<file path="src/rtl/mem_port_arbiter_if.sv">
// Memory-port arbiter bus bundle.
// Carries both requester channels (req/we/addr/wdata in, gnt/rvalid/rdata out)
// and the shared synchronous-read memory port (mem_en/we/addr/wdata out, mem_rdata in).
//   slave  : arbiter side
//   master : requester + memory side (testbench / surrounding system)
interface mem_port_arbiter_if #(
    parameter int unsigned AW = 32,
    parameter int unsigned DW = 32
);
    logic          req0;
    logic          req1;
    logic          we0;
    logic          we1;
    logic [AW-1:0] addr0;
    logic [AW-1:0] addr1;
    logic [DW-1:0] wdata0;
    logic [DW-1:0] wdata1;
    logic          gnt0;
    logic          gnt1;
    logic          rvalid0;
    logic          rvalid1;
    logic [DW-1:0] rdata0;
    logic [DW-1:0] rdata1;
    logic          mem_en;
    logic          mem_we;
    logic [AW-1:0] mem_addr;
    logic [DW-1:0] mem_wdata;
    logic [DW-1:0] mem_rdata;

    modport slave (
        input  req0, req1, we0, we1, addr0, addr1, wdata0, wdata1, mem_rdata,
        output gnt0, gnt1, rvalid0, rvalid1, rdata0, rdata1,
               mem_en, mem_we, mem_addr, mem_wdata
    );

    modport master (
        output req0, req1, we0, we1, addr0, addr1, wdata0, wdata1, mem_rdata,
        input  gnt0, gnt1, rvalid0, rvalid1, rdata0, rdata1,
               mem_en, mem_we, mem_addr, mem_wdata
    );
endinterface

</file>
<file path="src/rtl/mem_port_arbiter.sv">
// Two-requester round-robin arbiter for a single synchronous-read data-memory port.
// Requester 0 is the processor load/store path, requester 1 the program/debug loader.
// Under contention a requester may hold the port for at most BURST_MAX consecutive
// grants. Grants and the memory drive are combinational; read responses are routed
// back to their requester one cycle after the grant.
// Ports:
//   clk, rst_n : clock, asynchronous active-low reset
//   bus        : mem_port_arbiter_if.slave (requester channels + memory port)
module mem_port_arbiter #(
    parameter int unsigned AW        = 32,
    parameter int unsigned DW        = 32,
    parameter int unsigned BURST_MAX = 4
) (
    input  logic                    clk,
    input  logic                    rst_n,
    mem_port_arbiter_if.slave       bus
);
    localparam int unsigned CW = $clog2(BURST_MAX + 1);

    logic          last_gnt_q, last_gnt_d;
    logic [CW-1:0] burst_cnt_q, burst_cnt_d;
    logic          rvalid0_q, rvalid0_d;
    logic          rvalid1_q, rvalid1_d;

    logic          gnt0_c;
    logic          gnt1_c;
    logic          winner_c;
    logic          mem_en_c;
    logic          mem_we_c;
    logic [AW-1:0] mem_addr_c;
    logic [DW-1:0] mem_wdata_c;

    // Arbitration: burst_cnt==0 means the previous cycle had no grant, so the
    // non-last requester wins; a full burst also hands the port over.
    always_comb begin
        gnt0_c   = 1'b0;
        gnt1_c   = 1'b0;
        winner_c = 1'b0;
        if (bus.req0 && !bus.req1) begin
            gnt0_c = 1'b1;
        end else if (bus.req1 && !bus.req0) begin
            gnt1_c = 1'b1;
        end else if (bus.req0 && bus.req1) begin
            if (burst_cnt_q == '0 || burst_cnt_q >= CW'(BURST_MAX)) begin
                winner_c = ~last_gnt_q;
            end else begin
                winner_c = last_gnt_q;
            end
            gnt0_c = ~winner_c;
            gnt1_c = winner_c;
        end
    end

    // Memory drive, zeroed when nobody holds the port.
    always_comb begin
        mem_en_c    = 1'b0;
        mem_we_c    = 1'b0;
        mem_addr_c  = '0;
        mem_wdata_c = '0;
        if (gnt0_c) begin
            mem_en_c    = 1'b1;
            mem_we_c    = bus.we0;
            mem_addr_c  = bus.addr0;
            mem_wdata_c = bus.wdata0;
        end else if (gnt1_c) begin
            mem_en_c    = 1'b1;
            mem_we_c    = bus.we1;
            mem_addr_c  = bus.addr1;
            mem_wdata_c = bus.wdata1;
        end
    end

    // Next-state: burst bookkeeping and read-response ownership.
    always_comb begin
        last_gnt_d  = last_gnt_q;
        burst_cnt_d = burst_cnt_q;
        rvalid0_d   = gnt0_c && !bus.we0;
        rvalid1_d   = gnt1_c && !bus.we1;
        if (gnt0_c || gnt1_c) begin
            if (gnt1_c == last_gnt_q) begin
                if (burst_cnt_q < CW'(BURST_MAX)) begin
                    burst_cnt_d = burst_cnt_q + CW'(1);
                end
            end else begin
                burst_cnt_d = CW'(1);
                last_gnt_d  = gnt1_c;
            end
        end else begin
            burst_cnt_d = '0;
        end
    end

    // State registers; reset biases the first contention toward requester 0.
    always_ff @(posedge clk or negedge rst_n) begin
        if (!rst_n) begin
            last_gnt_q  <= 1'b1;
            burst_cnt_q <= '0;
            rvalid0_q   <= 1'b0;
            rvalid1_q   <= 1'b0;
        end else begin
            last_gnt_q  <= last_gnt_d;
            burst_cnt_q <= burst_cnt_d;
            rvalid0_q   <= rvalid0_d;
            rvalid1_q   <= rvalid1_d;
        end
    end

    assign bus.gnt0      = gnt0_c;
    assign bus.gnt1      = gnt1_c;
    assign bus.mem_en    = mem_en_c;
    assign bus.mem_we    = mem_we_c;
    assign bus.mem_addr  = mem_addr_c;
    assign bus.mem_wdata = mem_wdata_c;
    assign bus.rvalid0   = rvalid0_q;
    assign bus.rvalid1   = rvalid1_q;
    // Read data is only passed through to the owner of the pending response.
    assign bus.rdata0    = rvalid0_q ? bus.mem_rdata : '0;
    assign bus.rdata1    = rvalid1_q ? bus.mem_rdata : '0;

endmodule

</file>
<file path="src/flat_wrapper.sv">
// flat-port wrapper written by rule: the top's interface ports become plain ports
module mem_port_arbiter_flat 
#(
    parameter int unsigned AW        = 32,
    parameter int unsigned DW        = 32,
    parameter int unsigned BURST_MAX = 4
)
  (clk, rst_n, bus_req0, bus_req1, bus_we0, bus_we1, bus_addr0, bus_addr1, bus_wdata0, bus_wdata1, bus_mem_rdata, bus_gnt0, bus_gnt1, bus_rvalid0, bus_rvalid1, bus_rdata0, bus_rdata1, bus_mem_en, bus_mem_we, bus_mem_addr, bus_mem_wdata);
  mem_port_arbiter_if #(.AW(AW), .DW(DW)) bus_i ();
  input  logic clk;
  input  logic rst_n;
  input wire logic [$bits(bus_i.req0)-1:0] bus_req0;
  input wire logic [$bits(bus_i.req1)-1:0] bus_req1;
  input wire logic [$bits(bus_i.we0)-1:0] bus_we0;
  input wire logic [$bits(bus_i.we1)-1:0] bus_we1;
  input wire logic [$bits(bus_i.addr0)-1:0] bus_addr0;
  input wire logic [$bits(bus_i.addr1)-1:0] bus_addr1;
  input wire logic [$bits(bus_i.wdata0)-1:0] bus_wdata0;
  input wire logic [$bits(bus_i.wdata1)-1:0] bus_wdata1;
  input wire logic [$bits(bus_i.mem_rdata)-1:0] bus_mem_rdata;
  output wire logic [$bits(bus_i.gnt0)-1:0] bus_gnt0;
  output wire logic [$bits(bus_i.gnt1)-1:0] bus_gnt1;
  output wire logic [$bits(bus_i.rvalid0)-1:0] bus_rvalid0;
  output wire logic [$bits(bus_i.rvalid1)-1:0] bus_rvalid1;
  output wire logic [$bits(bus_i.rdata0)-1:0] bus_rdata0;
  output wire logic [$bits(bus_i.rdata1)-1:0] bus_rdata1;
  output wire logic [$bits(bus_i.mem_en)-1:0] bus_mem_en;
  output wire logic [$bits(bus_i.mem_we)-1:0] bus_mem_we;
  output wire logic [$bits(bus_i.mem_addr)-1:0] bus_mem_addr;
  output wire logic [$bits(bus_i.mem_wdata)-1:0] bus_mem_wdata;
  assign bus_i.req0 = bus_req0;
  assign bus_i.req1 = bus_req1;
  assign bus_i.we0 = bus_we0;
  assign bus_i.we1 = bus_we1;
  assign bus_i.addr0 = bus_addr0;
  assign bus_i.addr1 = bus_addr1;
  assign bus_i.wdata0 = bus_wdata0;
  assign bus_i.wdata1 = bus_wdata1;
  assign bus_i.mem_rdata = bus_mem_rdata;
  assign bus_gnt0 = bus_i.gnt0;
  assign bus_gnt1 = bus_i.gnt1;
  assign bus_rvalid0 = bus_i.rvalid0;
  assign bus_rvalid1 = bus_i.rvalid1;
  assign bus_rdata0 = bus_i.rdata0;
  assign bus_rdata1 = bus_i.rdata1;
  assign bus_mem_en = bus_i.mem_en;
  assign bus_mem_we = bus_i.mem_we;
  assign bus_mem_addr = bus_i.mem_addr;
  assign bus_mem_wdata = bus_i.mem_wdata;
  mem_port_arbiter #(.AW(AW), .DW(DW), .BURST_MAX(BURST_MAX)) u_core (.clk(clk), .rst_n(rst_n), .bus(bus_i));
endmodule
</file>
<file path="config.mk">
export PLATFORM = sky130hd
export DESIGN_NAME = mem_port_arbiter_flat
export DESIGN_NICKNAME = d
export VERILOG_FILES = /design/src/rtl/mem_port_arbiter_if.sv /design/src/rtl/mem_port_arbiter.sv /design/src/flat_wrapper.sv
export SDC_FILE = /design/constraint.sdc
export NUM_CORES = 1
export LEC_CHECK = 0
export ABC_AREA = 1
export CAP_MARGIN = 5
export CORE_AREA = 2 2 116 118
export DETAILED_ROUTE_END_ITERATION = 8
export DIE_AREA = 0 0 118 120
export PLACE_DENSITY = 0.66
export SLEW_MARGIN = 10
export SYNTH_ARGS = -nofsm -noshare
export SYNTH_HDL_FRONTEND = slang
export SYNTH_SLANG_ARGS = --single-unit
</file>
<file path="constraint.sdc">
create_clock -name clk -period 2.4 [get_ports clk]
set_input_delay 0.48 -clock clk [delete_from_list [all_inputs] [get_ports clk]]
set_output_delay 0.48 -clock clk [all_outputs]
set_load 0.1 [all_outputs]
</file>
Word level (Yosys, flattened, before mapping)
Index checks and enable logic that the tools add are counted.
{"block": "word_totals", "ff_bits": 6, "word_cells": 48, "inputBits": 166}
{"block": "op_classes", "n_reduce_logical": 13, "mux": 23, "n_eq_ne": 2, "bitwise_logic": 3, "add_sub_neg": 1, "n_lt_le_gt_ge": 2}
{"operator": "$mux 32", "n": 6}
{"operator": "$mux 1", "n": 14}
{"operator": "$mux 3", "n": 3}
{"operator": "$logic_and 1x1->1", "n": 5}
{"operator": "$logic_not 1->1", "n": 4}
{"operator": "$add 3x1->3 const B", "n": 1}
{"operator": "$ge 3x3->1 const B", "n": 1}
{"operator": "$logic_not 3->1", "n": 1}
{"operator": "$lt 3x3->1 const B", "n": 1}
{"operator": "$ne 3x3->1 const B", "n": 1}
{"operator": "$not 1->1", "n": 3}
{"operator": "$logic_or 1x1->1", "n": 2}
{"operator": "$reduce_and 2->1", "n": 1}
{"operator": "$eq 1x1->1", "n": 1}

Depth between registers and ports, before layout
{"block": "depth", "ltp_word": 12, "mapped_depth": 11, "ltp_nobuf": 9}

Worst setup path after synthesis
No wires, ideal clock.
{"block": "synth_timing", "path_type": "input-to-output", "startpoint": "in bus_req0", "endpoint": "out bus_mem_we", "stages": 4, "arrival_ns": 2.797, "setup_slack_ns": -0.877, "cell_sequence": "nor2_1 inv_1 nand2_1 a21oi_1"}
{"block": "synth_via", "elab_chain_len": 6, "word_cells_on_any_way": 12, "classes_between": "mux (8); reduce/logical (4)"}
{"item": "from (decl)", "line_no": "flat_wrapper.sv:12", "rtl": "input wire logic [$bits(bus_i.req0)-1:0] bus_req0;"}
{"item": "$logic_and 1x1->1 or $logic_not 1->1 (tied branches)", "line_no": "mem_port_arbiter.sv:43, mem_port_arbiter.sv:41"}
{"item": "$mux 1 or $logic_and 1x1->1 (tied branches)", "line_no": "mem_port_arbiter.sv:43, mem_port_arbiter.sv:41"}
{"item": "$mux 1", "line_no": "mem_port_arbiter.sv:41", "rtl": "end else if (bus.req1 && !bus.req0) begin"}
{"item": "$mux 1", "line_no": "mem_port_arbiter.sv:39", "rtl": "if (bus.req0 && !bus.req1) begin"}
{"item": "$mux 1", "line_no": "mem_port_arbiter.sv:65", "rtl": "end else if (gnt1_c) begin"}
{"item": "$mux 1 (*)", "line_no": "mem_port_arbiter.sv:60", "rtl": "if (gnt0_c) begin"}
{"item": "to (decl)", "line_no": "flat_wrapper.sv:28", "rtl": "output wire logic [$bits(bus_i.mem_we)-1:0] bus_mem_we;"}
Every way passes the cells marked *; elsewhere a longest branch is shown, timed or not.

Final worst setup path
{"block": "layout_timing", "startpoint": "reg u_core.burst_cnt_q[1]", "endpoint": "out bus_mem_addr[2]"}
{"block": "layout_via", "elab_chain_len": 11, "word_cells_on_any_way": 16, "classes_between": "order compare (1); mux (12); bitwise (1); reduce/logical (2)"}
{"item": "from (decl)", "line_no": "mem_port_arbiter.sv:21", "rtl": "logic [CW-1:0] burst_cnt_q, burst_cnt_d;"}
{"item": "from (signal assigned)", "line_no": "mem_port_arbiter.sv:102", "rtl": "burst_cnt_q <= burst_cnt_d;"}
{"item": "$ge 3x3->1 or $logic_not 3->1 (tied branches)", "line_no": "mem_port_arbiter.sv:44", "rtl": "if (burst_cnt_q == '0 || burst_cnt_q >= CW'(BURST_MAX)) begin"}
{"item": "$logic_or 1x1->1 (*)", "line_no": "mem_port_arbiter.sv:44"}
{"item": "$mux 1 (*)", "line_no": "mem_port_arbiter.sv:44"}
{"item": "$mux 1 (*)", "line_no": "mem_port_arbiter.sv:43", "rtl": "end else if (bus.req0 && bus.req1) begin"}
{"item": "$mux 1 (*)", "line_no": "mem_port_arbiter.sv:41"}
{"item": "$mux 1 (*)", "line_no": "mem_port_arbiter.sv:39"}
{"item": "$mux 1 or $not 1->1 (tied branches)", "line_no": "mem_port_arbiter.sv:43, mem_port_arbiter.sv:49"}
{"item": "$mux 1, on equally long branches", "line_no": "mem_port_arbiter.sv:41, mem_port_arbiter.sv:43"}
{"item": "$mux 1, on equally long branches", "line_no": "mem_port_arbiter.sv:39, mem_port_arbiter.sv:41"}
{"item": "$mux 32 or $mux 1 (tied branches)", "line_no": "mem_port_arbiter.sv:65, mem_port_arbiter.sv:39"}
{"item": "$mux 32 (*)", "line_no": "mem_port_arbiter.sv:60"}
{"item": "to (decl)", "line_no": "flat_wrapper.sv:29", "rtl": "output wire logic [$bits(bus_i.mem_addr)-1:0] bus_mem_addr;"}
Every way passes the cells marked *; elsewhere a longest branch is shown, timed or not. The select of a mux whose other input is x is not followed.

==> summary.txt <==
Synth
  – Yosys top cell by area: nand2_1
  – Synth warnings: 0
  – Count leader, synth: nand2_1
  – Netlist Area Pre-Place: 0.001667 mm^2
  – Commonest cells in the netlist: nand2_1, inv_1, buf_4, clkbuf_1
  – Mapped Cells: between 300 and 400
  – Post-synth ARST share: 100.0%
  – Syn_nets: 547
  – Yosys cell types: 20
  – Number of synthesized flops with an enable pin: 0
  – Top cells by area, synth: nand2_1, inv_1, dfrtp_1, buf_6, buf_4
  – Register area share after synthesis: around 9.1%
  – Yosys reg bits: 6
  – Primary FF master, synth: dfrtp_1
  – Top cell type's share of synthesized area: 59.46%
  – Mean Syn Cell Area: 4.397 um^2

STA
  – Final slew viol count: 0
  – Hold Fails Final Rpt: 0
  – Worst relative slew slack: about three fifths
  – Final period util: 103.2%
  – Tmin final: 2.478 ns
  – RSZ-0062 raised after global routing: yes
  – Worst Clk Skew: 0.004332 ns
  – Final TNS setup: -2.611 ns
  – Final setup violation count: between 60 and 70
  – Setup ws final: -0.07770 ns
  – Tightest Pin Transition: 0.6084 ns
  – F_max: between 400 and 500 MHz

Critical path
  – Reg2Reg Depth: 10
  – Worst Setup Start Kind: flip-flop
  – Critical path fanouts, max: 7
  – Crit Path Category: reg2out
  – Worst endpoint required time: between 1.5 and 2 ns
  – Critical Path End Type: output pin
  – WP data arrival: roughly 2 ns

Floorplanning
  – Initial Util: between 10% and 20%
  – IO Pins: 300
  – Die area: roughly 0.014 mm^2
  – Die Span X: 118 um
  – CORE AREA: approximately 0.013 mm^2
  – FP Rows: 42
  – Vert. Die Dim: ~120 um

Clock network
  – CTS tree: yes
  – Htree depth: 1
  – Total CTS buffers: 3
  – Clock transition at path regs: 0.04 ns
  – Hold_buf cts: 0
  – Clock Sinks: 6
  – Skew-Pair Late Insertion Delay: between 0.2 and 0.25 ns
  – Root buf cell: clkbuf_16
  – Worst-case clock buffer depth: 2

Routing
  – Vias: about 3500
  – Routed WL: around 13000 um
  – First drt pass iteration count: 4
  – DR vias/cell: just under 4
  – First DRT Iteration DRCs: around 150
  – Avg WL per Cell: around 15 um
  – DRT antenna net count: 0
  – DRC: 0

Cells and area
  – Layout cells sized above 1: between 40% and 50%
  – Antenna diodes: 0
  – Finished Layout Cells: 878
  – Syn-to-layout area delta: 335.4%
  – Nets: roughly 870

GRT
  – Number of global-route vias before repair: roughly 3400
  – Antenna violations before repair: 0
  – Largest net degree at the start of global routing: 34
  – Total grt overflow: 0
  – All-Layer GR Usage: between 10% and 20%
  – First-pass GRT wire length: roughly 18000 um

Placed design
  – Post-DP HPWL: 9675 um
  – PortBufs: ~300
  – Placed Instances: 850
  – GPL Wtd Cong: roughly 0.79

Power
  – Lkg Pwr: roughly 3.7 nW
  – Max VDD drop: between 0.4 and 0.5 mV
  – Pwr dens: about 800 mW/mm^2

Outcome
  – Status: finished, violations left
  – Failing checks: negative setup slack

Job
  – # Max-Cap Violations: 0

Worst hold path
  – Hold Path Class: in2async
[per-stage QoR]
step	power (mW)	utilization, %	hold WS, ns	cell area [um^2]	worst slack, ns
final	5.838	55.90	0.5045	7256	-0.07770
after global routing	6.029	55.90	0.5372	7256	-0.1519
after CTS	5.629	53.34	0.5165	6923	-0.1119
after detailed placement	4.955	49.28	0.5453	6396	-0.1278
after global placement	4.933	49.28	0.5438	6396	-0.1076
after floorplan	3.054	-	0.1844	1833	-0.09074
[critical path, stage by stage, from the launching register on]
cell     delay (ns)
dfrtp_1        0.38
inv_2          0.08
ha_4           0.17
nor2_4         0.05
nand2_2        0.08
nand3_4        0.09
a21oi_4        0.17
buf_6          0.15
buf_12         0.12
buf_12         0.14
nand2_1        0.07
nand2_2        0.08
buf_12         0.17
[worst paths after layout]
check | slack, ns | from | end
max | -0.08 | u_core.burst_cnt_q[1] | bus_mem_addr[2]
min in group clk | 0.63 | u_core.last_gnt_q | u_core.last_gnt_q
min | 0.50 | rst_n | u_core.burst_cnt_q[0]
max in group asynchronous | 1.61 | rst_n | u_core.last_gnt_q
min reg2reg | 0.63 | u_core.last_gnt_q | u_core.last_gnt_q
max reg2reg | 0.79 | u_core.burst_cnt_q[1] | u_core.burst_cnt_q[1]
[placed cells by master (no fill, tap or decap), types with 4 or more instances in the layout]
| master | synthesis | routed |
|---|---|---|
| buf_16 | 0 | 6 |
| nand2_4 | 0 | 34 |
| buf_6 | 5 | 7 |
| nor2_1 | 5 | 4 |
| clkdlybuf4s50_1 | 0 | 163 |
| buf_12 | 0 | 141 |
| nand2_1 | 264 | 154 |
| clkbuf_16 | 0 | 5 |
| inv_1 | 69 | 67 |
| buf_4 | 6 | 16 |
| nand2_2 | 0 | 76 |
[sequential cells by signal, summed over array words and instances, names as in the netlist]
register	cells
u_core.bus.rvalid1	1
u_core.last_gnt_q	1
u_core.burst_cnt_q	3
u_core.bus.rvalid0	1
[layout make-up]
type	count	area, um^2
multi-input cells	283	1617
clock buffers	4	78.83
well taps	176	220.2
repair buffers	339	4916
flip-flops and latches	6	153.9
inverters	70	270.3
fillers	1118	5724
[power by group]
group / internal (mW) / total, mW / switching [mW]
registers: 0.130 / 0.197 / 0.0674
clock network: 0.221 / 0.279 / 0.0585
logic: 2.05 / 5.36 / 3.31
[kinds of logic (layout without fill, tap and decap cells)]
family          after synthesis  count (layout)  synth area share, %
compound gates                8               8                2.928
xor+xnor                      1               1               0.5256
fa+ha+maj                     2               2                1.501
buf+inv                      90             413                24.10
flops                         6               6                9.084
simple gates                272             272                61.86
[metal layers]
metal | up-vias | wire, um | global-route usage [%]
li1 | 1720 | - | -
met1 | 1553 | 4450 | 16.78
met2 | 194 | 7265 | 33.68
met3 | 6 | 944 | 4.658
met4 | 0 | 94 | 2.636
met5 | - | 0 | 0
[repair_timing]
action                     4_1_cts  5_1_grt
resized for setup               56       61
setup buffers                    9        8
cloned                           6        2
setup endpoints to repair       64       65
pin swaps                       14       27
(Power assumes the default switching activity.)
